$ cat src/rtl/control_sequencer_if.sv
// Control bundle between control_sequencer and the Datapath.
// master = sequencer side, slave = datapath side.
interface control_sequencer_if #(
  parameter int NUM_REGS = 16,
  parameter int OP_W     = 5
);
  logic                Run;
  logic                Mem_Ready;
  logic [31:0]         IR;
  logic                PC_Out;
  logic                MDR_Out;
  logic                ZLO_Out;
  logic                PC_In;
  logic                MDR_In;
  logic                MAR_In;
  logic                IR_In;
  logic                Y_In;
  logic                ZLO_In;
  logic                IncPC;
  logic                Read;
  logic [OP_W-1:0]     CONTROL;
  logic [NUM_REGS-1:0] R_In;
  logic [NUM_REGS-1:0] R_Out;
  logic                Running;
  logic                Illegal;
  logic                Halted;

  modport master (
    input  Run, Mem_Ready, IR,
    output PC_Out, MDR_Out, ZLO_Out,
    output PC_In, MDR_In, MAR_In, IR_In, Y_In, ZLO_In,
    output IncPC, Read, CONTROL, R_In, R_Out,
    output Running, Illegal, Halted
  );

  modport slave (
    output Run, Mem_Ready, IR,
    input  PC_Out, MDR_Out, ZLO_Out,
    input  PC_In, MDR_In, MAR_In, IR_In, Y_In, ZLO_In,
    input  IncPC, Read, CONTROL, R_In, R_Out,
    input  Running, Illegal, Halted
  );
endinterface

$ cat src/rtl/control_sequencer.sv
// Fetch / reg-reg ALU execute sequencer driving Datapath control lines.
// T1 waits on Mem_Ready with a timeout into a sticky FAULT state.
module control_sequencer #(
  parameter int NUM_REGS = 16,
  parameter int OP_W     = 5,
  parameter int RF_W     = 4,
  parameter int TIMEOUT  = 15
) (
  input logic                 Clock,
  input logic                 Clear,
  control_sequencer_if.master bus
);
  localparam int CW = $clog2(TIMEOUT + 1);
  localparam int RA_HI = 31 - OP_W;
  localparam int RB_HI = RA_HI - RF_W;
  localparam int RC_HI = RB_HI - RF_W;

  localparam logic [OP_W-1:0] OP_ADD  = OP_W'(3);
  localparam logic [OP_W-1:0] OP_OR   = OP_W'(10);
  localparam logic [OP_W-1:0] OP_HALT = OP_W'(27);
  localparam logic [NUM_REGS-1:0] ONE = NUM_REGS'(1);

  typedef enum logic [3:0] {
    S_IDLE, S_T0, S_T1, S_T2, S_T3, S_T4, S_T5, S_HALT, S_FAULT
  } state_e;

  state_e        state_q, state_d;
  logic [CW-1:0] cnt_q, cnt_d;

  logic [OP_W-1:0] op;
  logic [RF_W-1:0] ra, rb, rc;
  logic            is_alu, is_halt;
  logic            unused_ir;

  assign op      = bus.IR[31 -: OP_W];
  assign ra      = bus.IR[RA_HI -: RF_W];
  assign rb      = bus.IR[RB_HI -: RF_W];
  assign rc      = bus.IR[RC_HI -: RF_W];
  assign is_alu  = (op >= OP_ADD) && (op <= OP_OR);
  assign is_halt = (op == OP_HALT);
  assign unused_ir = ^bus.IR[RC_HI-RF_W:0];

  always_ff @(posedge Clock or posedge Clear) begin
    if (Clear) begin
      state_q <= S_IDLE;
      cnt_q   <= '0;
    end else begin
      state_q <= state_d;
      cnt_q   <= cnt_d;
    end
  end

  always_comb begin
    state_d     = state_q;
    cnt_d       = cnt_q;
    bus.PC_Out  = 1'b0;
    bus.MDR_Out = 1'b0;
    bus.ZLO_Out = 1'b0;
    bus.PC_In   = 1'b0;
    bus.MDR_In  = 1'b0;
    bus.MAR_In  = 1'b0;
    bus.IR_In   = 1'b0;
    bus.Y_In    = 1'b0;
    bus.ZLO_In  = 1'b0;
    bus.IncPC   = 1'b0;
    bus.Read    = 1'b0;
    bus.CONTROL = '0;
    bus.R_In    = '0;
    bus.R_Out   = '0;
    bus.Running = 1'b0;
    bus.Illegal = 1'b0;
    bus.Halted  = 1'b0;

    unique case (state_q)
      S_IDLE: begin
        if (bus.Run) state_d = S_T0;
      end
      S_T0: begin
        bus.Running = 1'b1;
        bus.PC_Out  = 1'b1;
        bus.MAR_In  = 1'b1;
        bus.IncPC   = 1'b1;
        bus.ZLO_In  = 1'b1;
        state_d     = S_T1;
      end
      S_T1: begin
        bus.Running = 1'b1;
        bus.Read    = 1'b1;
        bus.MDR_In  = 1'b1;
        if (bus.Mem_Ready) begin
          // incremented PC comes back from Z only once the fetch lands
          bus.ZLO_Out = 1'b1;
          bus.PC_In   = 1'b1;
          cnt_d       = '0;
          state_d     = S_T2;
        end else begin
          cnt_d = cnt_q + CW'(1);
          if (cnt_d == CW'(TIMEOUT)) state_d = S_FAULT;
        end
      end
      S_T2: begin
        bus.Running = 1'b1;
        bus.MDR_Out = 1'b1;
        bus.IR_In   = 1'b1;
        state_d     = S_T3;
      end
      S_T3: begin
        bus.Running = 1'b1;
        if (is_alu) begin
          bus.R_Out = ONE << rb;
          bus.Y_In  = 1'b1;
          state_d   = S_T4;
        end else if (is_halt) begin
          state_d = S_HALT;
        end else begin
          bus.Illegal = 1'b1;
          state_d     = bus.Run ? S_T0 : S_IDLE;
        end
      end
      S_T4: begin
        bus.Running = 1'b1;
        bus.R_Out   = ONE << rc;
        bus.ZLO_In  = 1'b1;
        bus.CONTROL = op - OP_W'(1);
        state_d     = S_T5;
      end
      S_T5: begin
        bus.Running = 1'b1;
        bus.ZLO_Out = 1'b1;
        bus.R_In    = ONE << ra;
        state_d     = bus.Run ? S_T0 : S_IDLE;
      end
      S_HALT, S_FAULT: begin
        bus.Halted = 1'b1;
      end
      default: state_d = S_IDLE;
    endcase
  end
endmodule

$ cat src/flat_wrapper.sv
// flat-port wrapper written by rule: the top's interface ports become plain ports
module control_sequencer_flat 
#(
  parameter int NUM_REGS = 16,
  parameter int OP_W     = 5,
  parameter int RF_W     = 4,
  parameter int TIMEOUT  = 15
)
  (Clock, Clear, bus_Run, bus_Mem_Ready, bus_IR, bus_PC_Out, bus_MDR_Out, bus_ZLO_Out, bus_PC_In, bus_MDR_In, bus_MAR_In, bus_IR_In, bus_Y_In, bus_ZLO_In, bus_IncPC, bus_Read, bus_CONTROL, bus_R_In, bus_R_Out, bus_Running, bus_Illegal, bus_Halted);
  control_sequencer_if #(.NUM_REGS(NUM_REGS), .OP_W(OP_W)) bus_i ();
  input logic Clock;
  input logic Clear;
  input wire logic [$bits(bus_i.Run)-1:0] bus_Run;
  input wire logic [$bits(bus_i.Mem_Ready)-1:0] bus_Mem_Ready;
  input wire logic [$bits(bus_i.IR)-1:0] bus_IR;
  output wire logic [$bits(bus_i.PC_Out)-1:0] bus_PC_Out;
  output wire logic [$bits(bus_i.MDR_Out)-1:0] bus_MDR_Out;
  output wire logic [$bits(bus_i.ZLO_Out)-1:0] bus_ZLO_Out;
  output wire logic [$bits(bus_i.PC_In)-1:0] bus_PC_In;
  output wire logic [$bits(bus_i.MDR_In)-1:0] bus_MDR_In;
  output wire logic [$bits(bus_i.MAR_In)-1:0] bus_MAR_In;
  output wire logic [$bits(bus_i.IR_In)-1:0] bus_IR_In;
  output wire logic [$bits(bus_i.Y_In)-1:0] bus_Y_In;
  output wire logic [$bits(bus_i.ZLO_In)-1:0] bus_ZLO_In;
  output wire logic [$bits(bus_i.IncPC)-1:0] bus_IncPC;
  output wire logic [$bits(bus_i.Read)-1:0] bus_Read;
  output wire logic [$bits(bus_i.CONTROL)-1:0] bus_CONTROL;
  output wire logic [$bits(bus_i.R_In)-1:0] bus_R_In;
  output wire logic [$bits(bus_i.R_Out)-1:0] bus_R_Out;
  output wire logic [$bits(bus_i.Running)-1:0] bus_Running;
  output wire logic [$bits(bus_i.Illegal)-1:0] bus_Illegal;
  output wire logic [$bits(bus_i.Halted)-1:0] bus_Halted;
  assign bus_i.Run = bus_Run;
  assign bus_i.Mem_Ready = bus_Mem_Ready;
  assign bus_i.IR = bus_IR;
  assign bus_PC_Out = bus_i.PC_Out;
  assign bus_MDR_Out = bus_i.MDR_Out;
  assign bus_ZLO_Out = bus_i.ZLO_Out;
  assign bus_PC_In = bus_i.PC_In;
  assign bus_MDR_In = bus_i.MDR_In;
  assign bus_MAR_In = bus_i.MAR_In;
  assign bus_IR_In = bus_i.IR_In;
  assign bus_Y_In = bus_i.Y_In;
  assign bus_ZLO_In = bus_i.ZLO_In;
  assign bus_IncPC = bus_i.IncPC;
  assign bus_Read = bus_i.Read;
  assign bus_CONTROL = bus_i.CONTROL;
  assign bus_R_In = bus_i.R_In;
  assign bus_R_Out = bus_i.R_Out;
  assign bus_Running = bus_i.Running;
  assign bus_Illegal = bus_i.Illegal;
  assign bus_Halted = bus_i.Halted;
  control_sequencer #(.NUM_REGS(NUM_REGS), .OP_W(OP_W), .RF_W(RF_W), .TIMEOUT(TIMEOUT)) u_core (.Clock(Clock), .Clear(Clear), .bus(bus_i));
endmodule
$ cat config.mk
export PLATFORM = sky130hd
export DESIGN_NAME = control_sequencer_flat
export DESIGN_NICKNAME = d
export VERILOG_FILES = /design/src/rtl/control_sequencer_if.sv /design/src/rtl/control_sequencer.sv /design/src/flat_wrapper.sv
export SDC_FILE = /design/constraint.sdc
export NUM_CORES = 1
export LEC_CHECK = 0
export BUFFER_PORTS_ARGS = -buffer_cell sky130_fd_sc_hd__buf_2
export CAP_MARGIN = 20
export CELL_PAD_IN_SITES_DETAIL_PLACEMENT = 2
export CELL_PAD_IN_SITES_GLOBAL_PLACEMENT = 2
export CORE_MARGIN = 3
export CORE_UTILIZATION = 17
export DETAILED_ROUTE_END_ITERATION = 16
export PLACE_DENSITY = 0.83
export SYNTH_ARGS = -nofsm -noshare
export SYNTH_HDL_FRONTEND = slang
export SYNTH_SLANG_ARGS = --single-unit
$ cat constraint.sdc
create_clock -name Clock -period 1.8 [get_ports Clock]
set_input_delay 0.36 -clock Clock [delete_from_list [all_inputs] [get_ports Clock]]
set_output_delay 0.36 -clock Clock [all_outputs]
set_load 0.01 [all_outputs]
[Word level (Yosys, flattened, before mapping)]
Cells that the tools add are included.
Word-level totals
  input bits: 36
  output and inout bits: 51
  register bits: 8
  logic and storage cells: 54
Operators by class
  $lt $le $gt $ge: 2
  bitwise gates (word level): 1
  equal/unequal tests: 12
  reduce and logical (&&, ||, !) cells: 6
  multiplexer cells: 26
  shift-type cells: 3
  add/subtract/negate cells: 2
Operators by type and width (number)
  $shl A1 B4 Y16 const A: 3
  $mux W16: 2
  $pmux W16 S2: 1
  $pmux W4 S8: 1
  $mux W4: 6
  $eq A4 B3 Y1 const B: 4
  $mux W1: 14
  $eq A4 B2 Y1 const B: 2
  $eq A4 B4 Y1 const B: 2
  $reduce_or A6 Y1: 1
  $eq A5 B5 Y1 const B: 1
  $ge A5 B2 Y1 const B: 1
  $le A5 B4 Y1 const B: 1
  $mux W5: 1
  $sub A5 B1 Y5 const B: 1
  $add A4 B1 Y4 const B: 1
  $eq A4 B1 Y1 const B: 1
  $logic_not A4 Y1: 1
  $reduce_or A2 Y1: 2
  $ne A3 B2 Y1 const B: 1
  $reduce_and A3 Y1: 1
  $ne A2 B2 Y1 const B: 1
  $pmux W1 S2: 1
  $logic_and A1 B1 Y1: 1
  $not A1 Y1: 1

[Logic depth before layout (Yosys ltp)]
Gate-level depths: netlist of run 1.
  word-level depth: 5
  depth in mapped cells: 7
  depth with buffers taken out: 7

[Worst setup path before layout of run 1]
OpenSTA, ideal clock, no wires.
  path type: flip-flop to output port
  start point: register u_core.state_q[1]
  end point: output port bus_R_Out[1]
  arrival: 1500 ps
  required time: 1440 ps
  stages on the path, launching flop included: 6
  setup slack: -60 ps
  cell sequence: dfrtp_1 -> buf_6 -> nor3b_4 -> nand2_2 -> or3_4 -> o22ai_1
Between the ends
  word-level cells in the longest chain between the ends: 2
RTL lines
  start: declaration: line control_sequencer.sv:27  | state_e state_q, state_d;
  start signal: assignment: line control_sequencer.sv:48  | state_q <= state_d;
  $eq A4 B3 Y1: line control_sequencer.sv:74  | unique case (state_q)
  $pmux W16 S2 *: line control_sequencer.sv:74
  end: declaration: line flat_wrapper.sv:29  | output wire logic [$bits(bus_i.R_Out)-1:0] bus_R_Out;
Mark *: on every way between the ends. The rest lies on a longest branch, timed or not.

[Worst setup path in the final report of run 1]
  start point: register u_core.state_q[3]
  end point: output port bus_R_Out[6]
Same word-level chain as after synthesis.

==> results of run 1 <==
-- stage by stage --
stage                     total power, mW  cells  hold WS [ns]  setup TNS (ns)
final                                2.10    343        0.0818           -6.22
after global routing                 2.27    343         0.119           -9.42
after CTS                            1.95    339        0.0923           -6.94
after detailed placement             1.49    328         0.339           -4.95
after global placement               1.42    328         0.332           -4.42
after floorplan                      1.06    169         0.176          -0.129
-- logic make-up after synthesis --
kind of cell,Yosys count,synth area share [%]
compound gates,42,23.4
buf+inv,20,9.13
simple gates,91,42.6
fa+ha+maj,5,5.37
flops,8,17.2
xor+xnor,3,2.26
-- worst max-delay path by stage --
| stage | startpoint | to | cells past startpoint |
|---|---|---|---|
| after floorplan | u_core.state_q[1]$_DFFE_PP0P_ | bus_R_Out[0] | 5 |
| after global placement | bus_IR[27] | bus_R_Out[15] | 8 |
| after detailed placement | bus_IR[27] | bus_R_Out[10] | 8 |
| after CTS | u_core.state_q[3]$_DFFE_PP0P_ | bus_R_Out[13] | 6 |
| after global routing | u_core.state_q[3]$_DFFE_PP0P_ | bus_R_Out[5] | 6 |
| final | u_core.state_q[3]$_DFFE_PP0P_ | bus_R_Out[6] | 6 |
-- layout make-up --
class	count	area, sq um	area share, %
repair buffers	104	719	32.3
flip-flops and latches	8	204	9.17
inverters	10	40.0	1.80
well taps	77	96.3	4.33
multi-input cells	141	1120	50.5
clock buffers	3	41.3	1.86
-- routing by layer --
| layer | global-route usage [%] | vias up | wire, um |
|---|---|---|---|
| li1 | - | 795 | - |
| met1 | 16.1 | 792 | 2360 |
| met2 | 25.8 | 53 | 2900 |
| met3 | 1.12 | 4 | 275 |
| met4 | 3.30 | 0 | 46 |
| met5 | 0 | - | 0 |
-- cells in the final DEF (no fill, tap or decap), drive strengths merged, types with 3 or more instances in the layout --
cell type	synthesis	final
clkbuf	3	3
nand2b	10	10
inv	10	10
nand3	5	5
o21ai	9	9
nor3b	4	4
dfrtp	8	8
or3	3	3
nand2	17	17
ha	5	5
o22ai	17	17
nand3b	7	7
nor3	9	9
nand4b	3	3
a21oi	5	5
nor2	30	30
buf	7	104
-- flip-flops by register name, indices dropped and copies added, names as in the netlist --
register / flops
u_core.cnt_q: 4
u_core.state_q: 4
-- report_power, final --
group / total (mW) / internal [mW] / leakage [nW] / switching (mW)
registers: 0.356 / 0.253 / 0.102 / 0.103
clock network: 0.218 / 0.145 / 0.0216 / 0.0728
logic: 1.53 / 0.712 / 0.899 / 0.817
-- repair_timing --
item / 4_1_cts / 5_1_grt
endpoints found under the setup margin: 44 / 50
gates resized for setup: 51 / 42
buffers inserted: 8 / 6
pin swaps: 27 / 12
==> out/metrics.csv, run 1 <==
metric,value,unit
worst path cell trace,nor2_4 -> nand3b_1 -> nor2_4 -> nand3b_1 -> o22ai_1 -> buf_2,
area post-placement,1720,sq um
"top cells by count, synth","28 x nor2_1, 16 x nand2_1, 16 x o22ai_1",
Crit path required time,1.44,ns
Worst Hold Class,primary input to async pin,
TritonCTS buffer count,3,
Tcrit/Tclk final,116,%
root buffer cell,clkbuf_8,
MaxCap Viol Count,0,
# setup viols final,40,
Yosys reg bits,8,
Starting Density,17.9,%
Die ar.,7880,sq um
Rel. slew slack,75.5,%
Main synth FF type,dfrtp_1,
vias in the first global route,1724,
share of cells above drive strength 1,62.8,%
FF-to-FF path depth,8,
post-synthesis cell area,1160,sq um
clock buffer depth,2,
GRT Overall Usage,13.5,%
Post-Syn Instances,169,
Die W,88.8,um
routed via count,1644,
clk_skew,0.00250,ns
fin nets,309,
area grow syn2layout,91.0,%
Die Y,88.8,um
Setup crit end kind,output port,
DP HPWL,4280,um
GPL Wtd Cong,0.833,
Placement Setup Slack,-0.328,ns
Slew Limit Fails,0,
Worst path max stage delay,0.44,ns
Util after Layout,34.3,%
Slew @ Worst Pin,0.368,ns
gr ovfl total,0,
Port-buffer cells,71,
dominant cell type by area after synthesis,dfrtp_1,
async set-reset flop share out of synthesis,100,%
Worst VDD drop,0.451,mV
Initial DRC Count,27,
Hold Fails Final Rpt,0,
Static Leakage,1.02,nW
yosys warns,0,
CP top delay family,simple AND/OR/NAND/NOR gates,
part of the Yosys area used for sequential elements,17.2,%
Mapped Nets,210,
first-pass GRT wire length,8470,um
CTS tree,done,
post-synth cell types,41,
CP max-delay cell,dfrtp_2,
Vias/cell,4.79,
initial antenna violation count,0,
clock slew at reported path FFs,0.04,ns
Worst Path Buf+Inv,1,
FP Rows,29,
status,"complete, but fails checks",
WS Path Type,flop to output port,
Synth top area share,17.2,%
RSZ-0062 raised after global routing,true,
largest cells by area after synthesis,"dfrtp_1 17%, nor2_1 9.0%, o22ai_1 8.6%",
crit-path max FO,6,
Core Region,6490,sq um
R2R Setup Slk,-0.05,ns
I/O pin count,87,
syn_area_per_cell,6.89,sq um
fillers,748,
wire per inst,16.2,um
most frequent cell after synthesis,nor2_1,
final WL,5570,um
Diodes inserted,0,
r2r startpoint,u_core.state_q[3]$_DFFE_PP0P_,
Final WS setup,-0.287,ns
clk sinks,8,
Critical Path Start Type,flop,
final design instance area without fill,2220,sq um
critical path data arrival time,1.73,ns
pwr dens,946,nW/um^2
fmax,479,MHz
First-pass DRT Iterations,4,
Skew-Pair Late Insertion Delay,0.23,ns
failing checks,negative setup slack,
pin count of the biggest net entering global routing,13,
number of remaining DRC errors,0,
H-Tree Depth,1,
DRT antenna net count,0,
"EDFF count, synth",0,
Tmin final,2.09,ns
reg2reg end,u_core.state_q[1]$_DFFE_PP0P_,
# hold bufs at CTS,0,
(Power assumes the default switching activity.)
==> run 2, diff against run 1 <==
Settings changed: CORE_ASPECT_RATIO set to 0.7, CORE_UTILIZATION 17 to 18, CTS_BUF_LIST set to sky130_fd_sc_hd__clkbuf_2, PLACE_DENSITY 0.83 to 0.87.
==> run 2 against run 1 <==
  * The run still ends with negative setup slack left
  * Total power up 17%
  * Register-to-register slack about the same
  * Non-clock buffer count up 10
  * Critical path type unchanged
==> out/metrics.csv, run 2 (synthesized netlist as in run 1, its figures left out) <==
metric,value,unit,change
total power,2.46,mW,+17%
Top Registers,"u_core.cnt_q x4, u_core.state_q x4",,
"commonest non-fill, non-tap cell in the layout",buf_2,,
crit-path max FO,5,,-1
# setup viols final,52,,+30%
Pint,1.25,mW,+12%
fin nets,319,,+3.2%
failing checks,negative setup slack,,
Rel. slew slack,75.8,%,+0.30 points
Tcrit/Tclk final,130,%,+14 points
area grow syn2layout,107,%,
FP Rows,23,,-21%
CP max-delay cell,dfrtp_1,,
area post-placement,1740,sq um,+0.73%
critical path data arrival time,1.98,ns,+0.25 ns
Hold Fails Final Rpt,0,,unchanged
most frequent cells in the layout,"56 x buf_2, 30 x buf_4, 25 x buf_6",,
DRT antenna net count,0,,unchanged
pwr dens,1020,nW/um^2,+7.7%
vias in the first global route,1945,,+13%
GPL Wtd Cong,0.762,,-8.6%
clk_skew,0.0270,ns,+0.0245 ns
share of cells above drive strength 1,68.5,%,+5.7 points
routed via count,1766,,+7.4%
RSZ-0062 raised after global routing,true,,
CP top delay family,simple AND/OR/NAND/NOR gates,,
final design instance area without fill,2410,sq um,+8.4%
first-pass GRT wire length,10100,um,+19%
Worst Hold Class,primary input to async pin,,
Placement Setup Slack,-0.387,ns,-0.0589 ns
initial antenna violation count,1,,+1
Core Region,5990,sq um,-7.8%
MaxCap Viol Count,0,,unchanged
Worst path max stage delay,0.45,ns,about the same
status,"complete, but fails checks",,
clock power share,5.1,%,-5.3 points
worst path cell trace,nor2_4 -> nand3b_1 -> nor2_4 -> nand3b_1 -> o22ai_1 -> buf_2,,
clock buffer depth,2,,unchanged
fillers,676,,-9.6%
Slew @ Worst Pin,0.363,ns,-0.00495 ns
Slew Limit Fails,0,,unchanged
pin count of the biggest net entering global routing,13,,unchanged
number of remaining DRC errors,0,,unchanged
Worst Path Buf+Inv,1,,unchanged
Critical Path Start Type,flop,,
Vias/cell,5.02,,+4.7%
TritonCTS buffer count,3,,unchanged
Die ar.,7490,sq um,-5.0%
Final WS setup,-0.544,ns,-0.257 ns
fmax,427,MHz,-11%
root buffer cell,clkbuf_2,,
Setup crit end kind,output port,,
Die Y,73.3,um,-17%
gr ovfl total,0,,unchanged
Crit path required time,1.44,ns,about the same
CTS tree,done,,
Final Non-Filler Cells,352,,+2.6%
# hold bufs at CTS,0,,unchanged
Reg power frac,14.1,%,-2.8 points
clock slew at reported path FFs,0.11,ns,+0.07 ns
switching pwr,1.21,mW,+22%
First-pass DRT Iterations,4,,unchanged
combinational share of power,80.7,%,+8.0 points
Worst VDD drop,0.395,mV,-12%
Static Leakage,1.11,nW,+8.2%
DP Cell Count,328,,unchanged
WS Path Type,flop to output port,,
Switching Share,49.2,%,+2.0 points
GRT Overall Usage,17.1,%,+3.5 points
final WL,7230,um,+30%
DP HPWL,4610,um,+7.8%
wire per inst,20.5,um,+26%
clk sinks,8,,unchanged
Starting Density,19.5,%,+1.5 points
Skew-Pair Late Insertion Delay,0.29,ns,+0.06 ns
Port-buffer cells,71,,unchanged
I/O pin count,87,,unchanged
Initial DRC Count,68,,+150%
H-Tree Depth,1,,unchanged
Die W,102,um,+15%
Tmin final,2.34,ns,+0.257 ns
[run 2: final cells by class]
cell class,count,area (sq um),area share (%)
timing repair buffer,114,837,34.7
sequential,8,204,8.45
tap,75,93.8,3.89
multi-input combinational,141,1220,50.6
antenna,1,2.50,0.104
inverter,10,40.0,1.66
clock buffer,3,15.0,0.622
[run 2: per-stage QoR]
| stage | util [%] | TNS, ns | hold slack, ns |
|---|---|---|---|
| after global placement | 29.0 | -4.75 | 0.325 |
| after CTS | 34.3 | -7.06 | 0.0419 |
| final | 40.3 | -13.74 | 0.0223 |
| after global routing | 40.3 | -18.89 | 0.0232 |
| after floorplan | - | -0.129 | 0.176 |
| after detailed placement | 29.0 | -5.56 | 0.333 |
[run 2: worst paths after layout]
check                           slack, ns                          start                       endpoint  depth (start not counted)
worst max register to register      -0.06  u_core.state_q[3]$_DFFE_PP0P_  u_core.state_q[3]$_DFFE_PP0P_                         10
max in group asynchronous            1.46                          Clear  u_core.state_q[3]$_DFFE_PP0P_                          2
min in group Clock                   0.37                  bus_Mem_Ready    u_core.cnt_q[1]$_DFFE_PP0P_                          2
worst max-delay path                -0.54  u_core.state_q[0]$_DFFE_PP0P_                   bus_R_Out[6]                          6
worst min-delay path                 0.02                          Clear    u_core.cnt_q[1]$_DFFE_PP0P_                          2
worst min register to register       0.60    u_core.cnt_q[3]$_DFFE_PP0P_    u_core.cnt_q[3]$_DFFE_PP0P_                          2
[run 2: timing repair]
item / CTS / global route
buffers inserted: 10 / 13
pin swaps: 25 / 25
gates cloned: 1 / 0
endpoints found under the setup margin: 47 / 53
resized for setup: 57 / 59
[run 2: power groups by stage]
stage                     clock (mW)  combinational [mW]  sequential, mW
final                          0.126                1.98           0.347
after global routing           0.138                2.13           0.358
after CTS                      0.125                1.61           0.340
after detailed placement           0                1.22           0.342
after global placement             0                1.15           0.333
after floorplan                    0               0.762           0.302
[run 2: layer usage]
metal	global-route usage, %	part of all wire [%]	up-vias
met5	0	0	-
met4	4.37	0.62	0
met3	1.99	3.5	4
met2	32.3	54	57
met1	20.5	42	890
li1	-	-	815
